<file path="config.mk">
export PLATFORM = sky130hd
export DESIGN_NAME = exe_mem_skid_reg
export DESIGN_NICKNAME = d
export VERILOG_FILES = /design/src/rtl/exe_mem_skid_reg.sv
export SDC_FILE = /design/constraint.sdc
export NUM_CORES = 1
export LEC_CHECK = 0
export ABC_AREA = 1
export ABC_CLOCK_PERIOD_IN_PS = 1500
export BUFFER_PORTS_ARGS = -buffer_cell sky130_fd_sc_hd__buf_2
export CORE_UTILIZATION = 50
export DETAILED_ROUTE_END_ITERATION = 10
export GPL_TIMING_DRIVEN = 0
export MAX_ROUTING_LAYER = met4
export PLACE_DENSITY = 0.75
export SETUP_SLACK_MARGIN = 0.2
export SYNTH_ARGS = -nofsm -noshare
export SYNTH_HDL_FRONTEND = slang
export SYNTH_SLANG_ARGS = --single-unit
</file>
<file path="constraint.sdc">
create_clock -name clk -period 1.5 [get_ports clk]
set_input_delay 0.075 -clock clk [delete_from_list [all_inputs] [get_ports clk]]
set_output_delay 0.075 -clock clk [all_outputs]
set_load 0.02 [all_outputs]
</file>
<file path="src/rtl/exe_mem_skid_reg.sv">
// exe_mem_skid_reg: EXE->MEM register with valid/ready, 2-entry skid (MAIN drives outputs), sync flush, async active-low rst; count = occupancy
module exe_mem_skid_reg #(
  parameter int DATA_W = 32,
  parameter int DEST_W = 4
) (
  input  logic              clk,
  input  logic              rst,
  input  logic              flush,
  input  logic              in_valid,
  output logic              in_ready,
  input  logic              WB_en_in,
  input  logic              MEM_R_EN_in,
  input  logic              MEM_W_EN_in,
  input  logic [DATA_W-1:0] ALU_result_in,
  input  logic [DATA_W-1:0] ST_val_in,
  input  logic [DEST_W-1:0] Dest_in,
  output logic              out_valid,
  input  logic              out_ready,
  output logic              WB_en,
  output logic              MEM_R_EN,
  output logic              MEM_W_EN,
  output logic [DATA_W-1:0] ALU_result,
  output logic [DATA_W-1:0] ST_val,
  output logic [DEST_W-1:0] Dest,
  output logic [1:0]        count
);
  localparam int E = 3 + 2 * DATA_W + DEST_W;
  typedef enum logic [1:0] {EMPTY = 2'd0, ONE = 2'd1, TWO = 2'd2} state_t;
  state_t state, state_d;
  logic [E-1:0] main_q, skid_q, main_d, skid_d, din;
  logic in_fire, out_fire;
  assign in_ready = state != TWO;
  assign out_valid = state != EMPTY;
  assign count = state;
  assign in_fire = in_valid & in_ready;
  assign out_fire = out_valid & out_ready;
  assign din = {WB_en_in, MEM_R_EN_in, MEM_W_EN_in, ALU_result_in, ST_val_in, Dest_in};
  assign {WB_en, MEM_R_EN, MEM_W_EN, ALU_result, ST_val, Dest} = main_q;
  always_comb begin
    state_d = (state == EMPTY) ? (in_fire ? ONE : EMPTY) :
              (state == ONE) ? ((in_fire && !out_fire) ? TWO : (out_fire && !in_fire) ? EMPTY : ONE) :
              (out_fire ? ONE : TWO);
    main_d = (state == TWO) ? (out_fire ? skid_q : main_q) :
             (in_fire && (state == EMPTY || out_fire)) ? din :
             out_fire ? '0 : main_q;
    skid_d = (state == TWO) ? (out_fire ? '0 : skid_q) :
             (state == ONE && in_fire && !out_fire) ? din : skid_q;
  end
  always_ff @(posedge clk or negedge rst) begin
    if (!rst) begin
      state  <= EMPTY;
      main_q <= '0;
      skid_q <= '0;
    end else if (flush) begin
      state  <= EMPTY;
      main_q <= '0;
      skid_q <= '0;
    end else begin
      state  <= state_d;
      main_q <= main_d;
      skid_q <= skid_d;
    end
  end
endmodule

</file>
==> metrics.csv <==
stage,metric,value,unit
run_status,outcome,"complete, but fails checks",
run_status,failing checks,setup timing,
floorplan,core area,0.0132,mm2
synthesis,Area contributors post-synth,"dfrtp_1 (53%), nand2_1 (16%), nand3_1 (11%)",
sta,Final period util,1.02,
synthesis,post-synth top area share,0.533,
placed_design,GPL Wtd Cong,0.837,
worst_setup_path,Critical-path top delay cell,dfrtp_2,
layout,layout cell share with drive strength beyond 1,0.261,
synthesis,Syn. warnings,0,
worst_setup_path,CP Cell Sequence,"buf_4, nor2_4, nand3_4, buf_6, o22ai_1",
sta,Achievable Freq,656,MHz
worst_setup_path,nature of the critical path endpoint,flip-flop,
worst_setup_path,cell family with most CP delay,flip-flops,
worst_setup_path,WS Path Type,reg2reg,
clock_tree,"CTS clk-pin slew, worst paths",0.07,ns
layout,number of diodes,0,
placed_design,Post-DP HPWL,11600,um
global_route,GRT overflow,0,
layout,Area growth syn-to-layout,49.3,%
global_route,GRT Overall Usage,0.292,
route,post-route ant nets,0,
layout,Total Nets Final,1211,
sta,Tmin final,1.52,ns
synthesis,cell taking the most area after synthesis,dfrtp_1,
power,Clock Power Share,0.442,
sta,worst setup margin,-0.0245,ns
power,Worst VDD drop,668,uV
floorplan,num ports,151,
global_route,first-pass GRT wire length,31200,um
worst_setup_path,CP bufs+invs,2,
route,routed vias/inst,5.09,
synthesis,Mapped Cells,872,
power,Internal Dissipation,7.75,mW
power,Lkg Pwr,5.61,nW
floorplan,Initial Util,0.513,
worst_hold_path,HP Class,in2reg,
sta,Finish-stage setup viols,13,
route,DRT Pass-1 Iters,6,
power,combinational share of power,0.160,
synthesis,synth unique cells,14,
floorplan,die width,118,um
worst_setup_path,Worst EP required,1.83,ns
worst_setup_path,Worst Setup Start Kind,flip-flop,
power,Reg power frac,0.398,
placed_design,Placement Setup Slack,-0.240,ns
sta,final hold violation count,0,
route,Iter 0 DRT Violations,526,
placed_design,port bufs,150,
sta,Max transition margin,0.577,
clock_tree,worst-case clock buffer depth,2,
route,"wirelength, routed",20000,um
floorplan,DIE AREA,0.0140,mm2
worst_setup_path,crit path max fanout,10,
synthesis,Mapped Area,0.00676,mm2
clock_tree,CTS tree,done,
synthesis,Syn Area/Cell,7.75,um2
power,Net Sw Frac,0.258,
global_route,initial antenna violation count,0,
route,post-DR wirelength/cell,15.1,um
worst_setup_path,max incr delay on CP,0.47,ns
route,DR vias,6745,
clock_tree,Root Driver,clkbuf_16,
sta,measured slew at the worst slew-check pin,0.635,ns
global_route,largest net degree at the start of global routing,80,
power,Tot Pwr,10.4,mW
synthesis,sequential share of the synthesized area,0.533,
global_route,number of global-route vias before repair,6456,
worst_setup_path,WP data arrival,1.86,ns
power,Psw,2.69,mW
clock_tree,CTS Buf Count,17,
synthesis,Synth Register Bits,144,
power,pwr dens,1030,mW/mm2
sta,Worst Skew,0.0183,ns
sta,RSZ-0062 raised after global routing,true,
clock_tree,Clock Sinks,144,
floorplan,Die H,118,um
job,max_cap viols,0,
clock_tree,clk_lat worst skew,0.44,ns
route,# DRC,0,
clock_tree,H-tree lvl count,4,
floorplan,Core Rows,42,
synthesis,synthesized net count,948,
sta,final max-slew violation count,0,
power by group through the flow:
stage	clock [mW]	combinational (mW)	sequential (mW)
floorplan	0	0.569	4.35
global placement	0	1.21	4.21
detailed placement	0	1.23	4.21
CTS	4.65	1.50	4.15
global route	4.84	1.81	4.17
finish	4.62	1.67	4.15
synthesized netlist by cell type:
cell type  instances
nand3_1          146
nand2_2            1
nor2_1             7
nand2_1          293
clkbuf_1          18
a21oi_4            1
inv_1            146
dfrtp_1          144
buf_2             38
nand4_1            1
inv_2              3
o22ai_1           70
a21oi_1            1
buf_1              3
kinds of logic (layout without fill, tap and decap cells):
kind of cell	Yosys count	count (layout)	synth area share
flip-flops	144	144	0.533
AND/OR/NAND/NOR	448	451	0.277
buffers and inverters	208	481	0.123
AO/OA/AOI/OAI	72	72	0.0679
path summary, 6_finish.rpt:
kind / cells after the start / slack [ns] / end / from
max: 5 / -0.02 / skid_q[2] / count[1]
min: 4 / 0.06 / count[0] / in_valid
max reg2reg: 5 / -0.02 / skid_q[2] / count[1]
min reg2reg: 2 / 0.46 / main_q[29] / main_q[29]
max in group asynchronous: 3 / 0.49 / main_q[17] / rst
min in group asynchronous: 2 / 0.21 / main_q[46] / rst
state kept, by name, summed over array words and instances, names as in the netlist:
register / flops
count: 2
main_q: 71
skid_q: 71
per-layer routing:
metal	track usage	wire length, um	vias to the layer above
li1	-	-	3279
met1	0.379	8590	3181
met2	0.462	9850	253
met3	0.0632	1210	32
met4	0.0841	331	0
met5	-	0	-
metrics by stage:
stage           util  TNS [ns]  hold WS [ns]  cell area (um2)  std cells
3_5_place_dp   0.595    -20.31         0.120             7840       1199
6_report       0.765   -0.0990        0.0581            10100       1324
2_1_floorplan      -         0        -0.221             6840        872
5_1_grt        0.765     -7.39        0.0673            10100       1324
3_3_place_gp   0.592   -262.94         0.316             7810       1198
4_1_cts        0.724         0        0.0698             9550       1311
what timing repair did:
| action | in CTS | in global routing |
|---|---|---|
| setup endpoints to repair | 145 | 146 |
| cloned | 1 | 8 |
| hold buffers | 73 | 0 |
| pin swaps | 5 | 7 |
| resized for setup | 84 | 108 |
| endpoints found under the hold margin | 144 | 0 |
| setup buffers | 6 | 5 |
placed cells by master, fill, tap and decap left out, types with 2 or more instances in the layout:
cell           instances
inv_2                  2
inv_1                144
bufinv_16              5
a21oi_4                2
nor2_2                 3
buf_2                147
nand2_4                6
dlygate4sd3_1         73
clkbuf_16             22
nor2_1                 2
clkinv_2               3
dfrtp_2                2
nand2_2                7
o22ai_2               15
nand3_1              141
clkinvlp_4             3
buf_4                 11
nand3_4                4
o22ai_1               54
nor2_4                 2
nand3_2                3
buf_12                 3
buf_6                 38
dfrtp_1              142
nand2_1              281
buf_8                 13
inv_4                  2
clkbuf_1               9
area by class of cell:
type                    instances  area (um2)
fillers                       902        3100
clock inverters                11         188
clock buffers                  21         450
multi-input cells             523        2630
flip-flops and latches        144        3610
well taps                     176         220
repair buffers                241        1760
inverters                     149         577
plain buffers                  59         663
worst min-delay path, stage by stage:
cell and delay [ns]:
buf_2 0.10, inv_1 0.10, a21oi_4 0.14, nor2_1 0.05
Note: power is estimated with default switching activity, not from simulation.
